## src/rtl/mux_8to1_rr_scheduler.sv

```systemverilog
// mux_8to1_rr_scheduler: round-robin scheduler sharing one 8:1 single-bit mux among 8 requesters
//   clk      in   1  system clock, rising edge
//   rst_n    in   1  synchronous active-low reset
//   req      in   8  request, bit n = requester n wants input i[n]
//   i        in   8  mux data inputs i0..i7
//   s        out  3  mux select {s2,s1,s0}, registered
//   gnt      out  8  one-hot grant, registered (1<<s while granted)
//   y_valid  out  1  sample on y is valid
//   y        out  1  registered sample of i[s]
//   y_ready  in   1  consumer accepts y
//   HOLD_MAX        max consecutive transfers per grant (1..16)
//   ARB_FIXED_PRIO_EN (macro) fixed priority with req[0] highest; ptr stays 0
module mux_8to1_rr_scheduler #(
  parameter int HOLD_MAX = 4
) (
  input  logic       clk,
  input  logic       rst_n,
  input  logic [7:0] req,
  input  logic [7:0] i,
  output logic [2:0] s,
  output logic [7:0] gnt,
  output logic       y_valid,
  output logic       y,
  input  logic       y_ready
);
  typedef enum logic {IDLE, GRANT} state_t;
  localparam logic [4:0] HMAX = 5'(HOLD_MAX);
  state_t     state, state_n;
  logic [2:0] ptr, ptr_n, s_n, rel_ptr, arb_ptr, win;
  logic [7:0] gnt_n;
  logic [4:0] hold_cnt, hold_n;
  logic       y_n, y_valid_n, xfer, stay, rel;
  // First requester at or after p, wrapping 7->0.
  function automatic logic [2:0] pick(input logic [7:0] r, input logic [2:0] p);
    logic [2:0] idx;
    pick = p;
    for (int k = 7; k >= 0; k--) begin
      idx = p + 3'(k);
      if (r[idx]) pick = idx;
    end
  endfunction
  always_comb begin
    xfer = y_valid & y_ready;
    stay = req[s] && (hold_cnt + 5'd1 < HMAX);
`ifdef ARB_FIXED_PRIO_EN
    rel_ptr = 3'd0;
`else
    rel_ptr = s + 3'd1;
`endif
    rel = (state == GRANT) && xfer && !stay;
    // A release re-arbitrates in the same cycle from the rotated pointer.
    arb_ptr = rel ? rel_ptr : ptr;
    win = pick(req, arb_ptr);
    state_n = state;
    ptr_n = ptr;
    s_n = s;
    gnt_n = gnt;
    y_n = y;
    y_valid_n = y_valid;
    hold_n = hold_cnt;
    if (state == IDLE) begin
      gnt_n = 8'h00;
      y_valid_n = 1'b0;
      if (|req) begin
        state_n = GRANT;
        s_n = win;
        gnt_n = 8'h01 << win;
        y_n = i[win];
        y_valid_n = 1'b1;
        hold_n = 5'd0;
      end
    end else if (xfer) begin
      if (stay) begin
        hold_n = hold_cnt + 5'd1;
        y_n = i[s];
        y_valid_n = 1'b1;
      end else begin
        ptr_n = rel_ptr;
        hold_n = 5'd0;
        if (|req) begin
          s_n = win;
          gnt_n = 8'h01 << win;
          y_n = i[win];
          y_valid_n = 1'b1;
        end else begin
          state_n = IDLE;
          gnt_n = 8'h00;
          y_valid_n = 1'b0;
        end
      end
    end
  end
  always_ff @(posedge clk) begin
    if (!rst_n) begin
      state <= IDLE;
      ptr <= 3'd0;
      s <= 3'd0;
      gnt <= 8'h00;
      y <= 1'b0;
      y_valid <= 1'b0;
      hold_cnt <= 5'd0;
    end else begin
      state <= state_n;
      ptr <= ptr_n;
      s <= s_n;
      gnt <= gnt_n;
      y <= y_n;
      y_valid <= y_valid_n;
      hold_cnt <= hold_n;
    end
  end
endmodule
```

## config.mk

```make
export PLATFORM = sky130hd
export DESIGN_NAME = mux_8to1_rr_scheduler
export DESIGN_NICKNAME = d
export VERILOG_FILES = /design/src/rtl/mux_8to1_rr_scheduler.sv
export SDC_FILE = /design/constraint.sdc
export NUM_CORES = 1
export LEC_CHECK = 0
export CAP_MARGIN = 20
export CORE_MARGIN = 4
export CORE_UTILIZATION = 60
export DETAILED_ROUTE_END_ITERATION = 8
export PLACE_DENSITY = 0.95
export SETUP_SLACK_MARGIN = 0.4
export SLEW_MARGIN = 30
export SYNTH_ARGS = -nofsm -noshare
export SYNTH_HDL_FRONTEND = slang
export SYNTH_SLANG_ARGS = --single-unit
```

## constraint.sdc

```tcl
create_clock -name clk -period 10.1 [get_ports clk]
set_clock_uncertainty 0.15 [all_clocks]
set_input_delay 2.02 -clock clk [delete_from_list [all_inputs] [get_ports clk]]
set_output_delay 2.02 -clock clk [all_outputs]
set_load 0.05 [all_outputs]
```

==> impl.org, run 1 <==
** Outcome
- Result of the run :: finished clean

** STA
- On the final layout, the worst hold slack is 0.327 ns.
- For the pin with the worst max-slew slack, the measured transition is 0.845 ns.
- Summed over all failing endpoints, the final setup total negative slack is 0 ns.
- Worst max-slew margin expressed relative to the limit :: 43.5%
- The count of endpoints failing hold in the final timing report came to 0.
- Highest clock rate :: 127 MHz
- Fin crit share :: 78.3%
- Setup violations remaining at the end of the flow were counted as 0.
- In the post-route analysis, the smallest setup slack over all paths is 2.20 ns.
- The max-slew violation total from the final report came to 0.
- Fin crit period :: 7.90 ns
- Setup repair after global routing left no endpoint under its margin.

** CTS
- Setup repair bufs after CTS :: 0
- Register clock-pin slew on the reported worst setup and hold paths :: 0.07 ns
- The cell sitting at the root of the clock tree is a sky130_fd_sc_hd__clkbuf_8.
- In this run, post-CTS repair resized a total of 0 instances.
- The longest clock path from root to sink contains 2 buffers.
- H-tree levels :: 1
- For this design, the CTS-stage hold fixing added 0 buffers.
- Later-pin clock latency in the skew report :: 0.25 ns
- Num CTS Buffers :: 3
- Clock tree synthesis found a total of 22 sinks.
- TritonCTS clock tree :: yes

** Synth
- Share of the synthesized area in the top cell type :: 16.3%
- Share of async-settable or async-resettable flops after synthesis :: 0%
- By area the synthesized netlist is led by sky130_fd_sc_hd__dfxtp_1 16%, sky130_fd_sc_hd__mux2i_1 10%, sky130_fd_sc_hd__mux2_2 2.9%, sky130_fd_sc_hd__nand2_1 2.8%, sky130_fd_sc_hd__nor2b_1 2.8%.
- Sequential elements use 16.3% of the synthesized area.
- Average size of a mapped cell :: 8.43 um^2
- Biggest area consumer among synthesized cells :: sky130_fd_sc_hd__dfxtp_1
- EDFF count, synth :: 0
- Predominant post-synthesis flop cell :: sky130_fd_sc_hd__dfxtp_1
- Area of the mapped netlist :: 0.00271 mm^2
- When the netlist entered floorplanning its net count stood at 343.
- In this run, distinct cell masters in the synthesized netlist total 71.
- Synthesis produced 321 cells.
- Number of synthesized register bits :: 22
- Warnings from Yosys :: 0

** Cells and area
- Final Net Count :: 358
- N_diodes :: 0
- Ratio of cells with drive above 1 in the final layout :: 9.58%
- Fill cells in the final layout number 330.
- The count of cells in the finished layout, fillers not included, comes to 386.
- Cells fill 69.3% of the core in the end.
- Relative to the synthesized area, the layout overhead comes to 11.4%.

** Min path
- The worst hold path was traced through 2 stages.
- Kind of path behind the tightest hold check :: reg2reg
- Min-Delay Endpoint :: gnt[0]
- Hold Startpoint :: gnt[0]

** Place
- Detailed placement finished with a half-perimeter wire length of 5840 um.
- Post-placement setup slack :: 2.18 ns
- Placed cell count :: 383
- At the end of routability-driven placement, the weighted congestion stood at 0.951.
- During placement, the flow inserted port buffers numbering 31.

** GRT
- Entering global routing, the biggest net connects 24 pins.
- The via count of the first global-routing pass was 2696.
- Initial antenna violation count :: 0
- Global routing used 29.3% of the available tracks across all layers.
- Gr ovfl total :: 0
- The first global-routing pass estimated 12900 um of wire.

** Setup path
- In this run the critical register-to-register path is launched from s[0].
- Type of element launching the critical path :: input port
- Setup slack on the worst reg-to-reg path comes out at 3.66 ns.
- Of all nets on the critical path, the largest fanout is 13.
- The signal on the critical path passes through clkdlybuf4s50_1 > mux2i_1 > a22oi_4 > o211a_1 > o21ai_1 > and2_1 > inv_1 > ha_1 > mux2i_1 > inv_1 > o31a_1 > a22oi_1 > mux2i_1 > o211ai_1 > nor2b_1 > mux2_2 > o211ai_2.
- Required time worst endpoint :: 10.14 ns
- Crit end category :: flip-flop
- On the worst path, the slowest cell contributes a delay of 0.70 ns.
- Arrival time of data at the critical path endpoint :: 7.94 ns
- For the worst flop-to-flop path, the logic depth is 16.
- Terminus of the critical flop-to-flop path :: y
- Critical Path Most Common Cell :: sky130_fd_sc_hd__mux2i_1
- On the critical path, the stage with the largest delay is an instance of sky130_fd_sc_hd__o21ai_1.
- Classification of the worst setup path :: in2reg

** Route
- For this block, the initial DRC count from the detailed router was 441.
- Final routed DRC violation total :: 0
- Detailed Route WL :: 7830 um
- Detailed routing inserted a total of 2809 vias.
- Average vias per placed instance :: 7.28
- Detail-routed net length per standard cell :: 20.3 um
- Number of iterations in the first detailed-routing pass :: 5
- In this run the remaining antenna-violating nets after routing total 0.

** Pwr
- Summed over all nets, the switching power comes to 215 uW.
- Internal power comes to 242 uW.
- Combinational cell fraction of total power :: 64.8%
- Power share of the clock group :: 11.4%
- In this run the static leakage power is 0.00118 uW.
- Switching fraction of total power :: 47.0%
- Max rail drop VDD :: 0.000145 V
- Power spread over the standard cell area amounts to 151 mW/mm^2.
- Fraction of power consumed by sequential logic :: 23.8%

** Floorplanning
- For this configuration, the core starts out at a cell density of 62.2%.
- Die extent in y :: 75.2 um
- Die area :: 0.00565 mm^2
- From left edge to right edge, the die measures 75.2 um.
- Area inside the core boundary :: 0.00435 mm^2
- For this design the top-level I/O count stands at 32.
- In this run the core area contains 24 standard-cell rows.

** Flow run
- MaxCap Viol Count :: 0
power by group through the flow:
stage	registers (uW)	logic, uW	clock network, uW
2_1_floorplan	130	208	0
3_3_place_gp	110	284	0
3_5_place_dp	110	289	0
4_1_cts	108	291	53.9
5_1_grt	110	319	56.6
6_report	109	296	52.1
layer usage:
metal / GRT usage (%) / part of all wire, % / up-vias
met4: 13.0 / 3.6 / 0
met2: 47.4 / 47 / 151
met3: 4.14 / 7.8 / 27
li1: - / - / 1302
met5: 0 / 0 / -
met1: 38.7 / 41 / 1329
worst max-delay path by stage:
stage / startpoint / to / slack [ns] / cells after the start
finish: req[0] / y / 2.20 / 17
global route: req[2] / y / 1.77 / 17
CTS: req[2] / y / 2.41 / 17
detailed placement: req[2] / y / 2.18 / 17
global placement: req[2] / y / 2.34 / 17
floorplan: req[1] / y / 3.63 / 22
cells by family after synthesis:
family,Yosys count,synth area share (%)
AND/OR/NAND/NOR,94,19.2
adder cells (fa/ha/maj),3,1.39
XOR/XNOR,7,2.96
multiplexers,39,16.4
AO/OA/AOI/OAI,124,38.3
buffers and inverters,32,5.50
flip-flops,22,16.3
placed cells by master, fill, tap and decap left out, drive strengths merged, types with 3 or more instances in the layout:
cell,synthesis,layout
nand3b,4,4
a221oi,4,4
a21boi,9,9
o21a,4,4
nand3,9,9
a22o,4,4
a2111oi,3,3
dfxtp,22,22
o22ai,5,5
o211ai,9,9
xnor2,5,5
and2,10,10
a32oi,6,6
a21oi,11,11
mux2i,29,29
a22oi,9,9
a21o,5,5
o221ai,4,4
o21ai,14,14
nand4,7,7
clkbuf,12,3
inv,11,11
a31oi,3,3
nor2b,12,12
ha,3,3
clkdlybuf4s50,0,31
nor2,19,19
o2111a,3,3
mux4,3,3
o211a,3,3
nand2,20,20
mux2,7,7
o31ai,5,5
and3,6,6
a211oi,8,8
sequential cells by signal (all words and copies together) (netlist names):
register,cells
ptr,3
state,1
hold_cnt,5
y,1
y_valid,1
gnt,8
s,3
cells in the mapped netlist (4+ instances only):
master and number:
sky130_fd_sc_hd__a211oi_1 5, sky130_fd_sc_hd__a21boi_0 8, sky130_fd_sc_hd__a21o_1 5, sky130_fd_sc_hd__a21oi_1 10
sky130_fd_sc_hd__a221oi_1 4, sky130_fd_sc_hd__a22oi_1 6, sky130_fd_sc_hd__a32oi_1 6, sky130_fd_sc_hd__and2_1 9
sky130_fd_sc_hd__and3_1 6, sky130_fd_sc_hd__buf_2 5, sky130_fd_sc_hd__clkbuf_1 12, sky130_fd_sc_hd__dfxtp_1 22
sky130_fd_sc_hd__inv_1 10, sky130_fd_sc_hd__mux2_2 7, sky130_fd_sc_hd__mux2i_1 28, sky130_fd_sc_hd__nand2_1 20
sky130_fd_sc_hd__nand3_1 9, sky130_fd_sc_hd__nand3b_1 4, sky130_fd_sc_hd__nand4_1 7, sky130_fd_sc_hd__nor2_1 18
sky130_fd_sc_hd__nor2b_1 12, sky130_fd_sc_hd__o211ai_1 7, sky130_fd_sc_hd__o21a_1 4, sky130_fd_sc_hd__o21ai_0 12
sky130_fd_sc_hd__o221ai_1 4, sky130_fd_sc_hd__o22ai_1 5, sky130_fd_sc_hd__o31ai_1 5, sky130_fd_sc_hd__xnor2_1 4
area by class of cell:
type	count	area (um^2)	share of cell area [%]
multi-input combinational	267	2120	70.2
sequential	22	440	14.6
timing repair buffer	31	310	10.3
inverter	11	41.3	1.37
tap	52	65.1	2.16
clock buffer	3	41.3	1.37
worst max-delay path: cells and delay by family:
family	cells	cell delay [ns]
and+or+nand+nor	2	0.91
muxes	4	1.42
buffers and inverters	3	0.96
AOI/OAI and AO/OA	7	2.03
adders and majority gates	1	0.59
per-stage QoR:
step | power, uW | cell area [um^2]
final | 457 | 3020
after global routing | 486 | 3020
after CTS | 453 | 3020
after detailed placement | 399 | 2980
after global placement | 394 | 2980
after floorplan | 338 | 2710
No activity file was read; power rests on OpenSTA's default activity.
==> run 2: changes to the inputs <==
--- a/config.mk
+++ b/config.mk
@@ -7,9 +7,9 @@
 export LEC_CHECK = 0
 export CAP_MARGIN = 20
 export CORE_MARGIN = 4
-export CORE_UTILIZATION = 60
+export CORE_UTILIZATION = 57
 export DETAILED_ROUTE_END_ITERATION = 8
-export PLACE_DENSITY = 0.95
+export PLACE_DENSITY = 0.91
 export SETUP_SLACK_MARGIN = 0.4
 export SLEW_MARGIN = 30
 export SYNTH_ARGS = -nofsm -noshare
==> constraint.sdc (replaced) <==
create_clock -name clk -period 7.35 [get_ports clk]
set_clock_uncertainty 0.15 [all_clocks]
set_input_delay 1.47 -clock clk [delete_from_list [all_inputs] [get_ports clk]]
set_output_delay 1.47 -clock clk [all_outputs]
set_load 0.05 [all_outputs]
==> impl.org, run 2 (same netlist as run 1, synthesis figures left out) <==
** Cells and area
- The library cell used most frequently in the layout, excluding fill and tap cells, is sky130_fd_sc_hd__clkdlybuf4s50_1.
- Registers with the most flip-flops :: gnt x8, hold_cnt x5
- Synth-to-layout area growth :: 13.5%
- In the final layout, the share of cells above drive strength 1 is 11.8%.
- Reg with most FFs :: gnt
- Excluding fillers, the count of instances in the completed layout stands at 392.
- The register with the most flip-flops in the layout has 8 of them.
- N_diodes :: 0
- Leading cell types in the layout, fill and taps excluded :: 31 x sky130_fd_sc_hd__clkdlybuf4s50_1, 28 x sky130_fd_sc_hd__mux2i_1, 22 x sky130_fd_sc_hd__dfxtp_1
- At the end of the flow, the number of nets in the layout was 363.

** Route
- Via count of the routed design :: 2841
- Detail-routed net length per standard cell :: 20.4 um
- The first detailed-routing pass took 5 iterations.
- Remaining antenna violation count :: 0
- DRT iter0 DRCs :: 362
- The routed design has 8010 um of wire.
- Average vias per placed instance :: 7.25
- Final routed DRC violation total :: 0

** Place
- The number of placed instances, taps included, is 388.
- Routability-driven placement finished with a final weighted congestion of 1.05.
- Once detailed placement completed, the half-perimeter wirelength came to 6150 um.
- Input and output buffers added on the ports amount to 31.

** Floorplanning
- 32 I/O pins were placed.
- The initialized floorplan defines 24 standard-cell rows.
- The floorplan step defined a core boundary enclosing 0.00447 mm^2.
- Die extent in y :: 76.9 um
- Measured along the x axis, the die boundary spans 76.9 um.
- The initial utilization of the core area, before any placement, comes to 60.5%.
- Die area :: 0.00592 mm^2

** Pwr
- In this run the power density over the cells is 214 mW/mm^2.
- Leakage :: 0.00122 uW
- Max rail drop VDD :: 0.000207 V

** Min path
- Along the worst hold path, the cell count comes to 2.
- Kind of path behind the tightest hold check :: reg2reg

** STA
- Fin crit share :: 88.6%
- The max-slew violation total from the final report came to 0.
- Setup repair after global routing left no endpoint under its margin.
- Counting I/O delays and the setup requirement, the final critical path takes 6.51 ns.
- Highest clock rate :: 154 MHz
- Setup-violating endpoint count in the final report :: 0
- Setup total negative slack on the finished layout was measured at 0 ns.
- Worst-Margin Slew :: 0.822 ns
- The worst pin sits at a relative slew slack of 45.1%.
- Hold violation total from the final report :: 0

** Outcome
- The flow ran to the end, and the final reports show no timing, DRC or antenna violations.

** CTS
- H-tree levels :: 1
- The longest clock path from root to sink contains 2 buffers.
- Clock-pin slew was measured on the worst setup and hold paths at 0.08 ns.
- Number of hold-repair buffers added at the cts stage :: 0
- Counting the buffers created by CTS gives 3.
- The clock reaches the later pin of the worst-skew pair after 0.26 ns.
- The clock drives 22 sinks.
- TritonCTS clock tree :: yes
- Clock tree synthesis selected as its root buffer the cell sky130_fd_sc_hd__clkbuf_8.

** Setup path
- For the worst flop-to-flop path, the logic depth is 18.
- Arrival time of data at the critical path endpoint :: 6.51 ns
- Peak fanout along the critical path :: 11
- The worst setup path is launched from an input port.
- The worst setup path is captured at a flip-flop.
- Required time worst endpoint :: 7.35 ns
- The critical path in this run is classified as in2reg.

** GRT
- Maximum number of pins on one net before global-route repair :: 24
- In this run the most used layer during global routing was met2.
- Met1 demand-to-capacity share in global routing :: 34.9%
- The number of antenna violations at the first check in global routing was 0.
- Met3 track utilization from global routing :: 4.10%
- For this run, global-route usage on met2 was measured as 42.7%.
- First-pass GRT wire length :: 12900 um
- For this run, the total global-route usage over all layers was measured as 26.6%.
- For this run the aggregate overflow at the end of global routing stands at 0.
- Vias in the first global route :: 2595

** Flow run
- MaxCap Viol Count :: 0
-- run 2: cell count changes in the layout (fill, tap and decap cells not counted) --
cell                       delta
sky130_fd_sc_hd__o21ai_2      +1
sky130_fd_sc_hd__nor2b_2      +1
sky130_fd_sc_hd__buf_4        +5
sky130_fd_sc_hd__nor2b_1      -1
sky130_fd_sc_hd__o21ai_1      -1
sky130_fd_sc_hd__clkbuf_8     +1
-- run 2: timing repair --
item / in CTS / in global routing
resized for setup: 0 / 2
buffers inserted: 0 / 0
setup endpoints to repair: 0 / 6
-- run 2: stage by stage --
stage	area [um^2]	util (%)	hold slack (ns)	total power [uW]	setup slack (ns)
6_report	3070	68.7	0.335	658	0.836
5_1_grt	3070	68.7	0.377	693	0.602
4_1_cts	3070	68.6	0.336	649	0.698
3_5_place_dp	3010	67.3	0.325	560	0.476
3_3_place_gp	3010	67.3	0.307	558	0.678
2_1_floorplan	2710	-	0.363	465	1.43
-- run 2: critical path: stages --
cell and delay [ns]:
sky130_fd_sc_hd__clkdlybuf4s50_1 0.56, sky130_fd_sc_hd__mux2i_1 0.40, sky130_fd_sc_hd__a22oi_4 0.19, sky130_fd_sc_hd__o211a_1 0.19, sky130_fd_sc_hd__o21ai_2 0.35, sky130_fd_sc_hd__and2_1 0.31, sky130_fd_sc_hd__inv_1 0.09, sky130_fd_sc_hd__ha_1 0.49
sky130_fd_sc_hd__mux2i_1 0.34, sky130_fd_sc_hd__inv_1 0.09, sky130_fd_sc_hd__o31a_1 0.25, sky130_fd_sc_hd__a22oi_1 0.36, sky130_fd_sc_hd__a221o_1 0.27, sky130_fd_sc_hd__o2111a_2 0.27, sky130_fd_sc_hd__xnor2_4 0.19, sky130_fd_sc_hd__mux2_2 0.37
sky130_fd_sc_hd__o211ai_1 0.19, sky130_fd_sc_hd__o211ai_2 0.12
-- run 2: worst paths after layout --
| kind | startpoint | to | slack, ns |
|---|---|---|---|
| worst max-delay path | req[2] | y | 0.84 |
| worst max register to register | s[0] | y | 2.05 |
| worst min register to register | gnt[1] | gnt[1] | 0.34 |
| worst min-delay path | gnt[1] | gnt[1] | 0.34 |
-- run 2: cell type report --
type / count / area, um^2
clock buffer: 4 / 55.1
fill: 352 / 1400
inverter: 11 / 41.3
multi-input combinational: 267 / 2120
sequential: 22 / 440
tap: 52 / 65.1
timing repair buffer: 36 / 348
-- run 2: per-layer routing --
| metal | vias up | wire (um) |
|---|---|---|
| met5 | - | 0 |
| met4 | 0 | 266 |
| met3 | 24 | 651 |
| met2 | 167 | 3650 |
| met1 | 1343 | 3450 |
| li1 | 1307 | - |
-- run 2: where the power goes --
part / total (uW) / switching, uW / internal [uW]
registers: 144 / 12.6 / 131
clock network: 87.0 / 39.2 / 47.8
logic: 427 / 255 / 172
total: 658 / 307 / 351
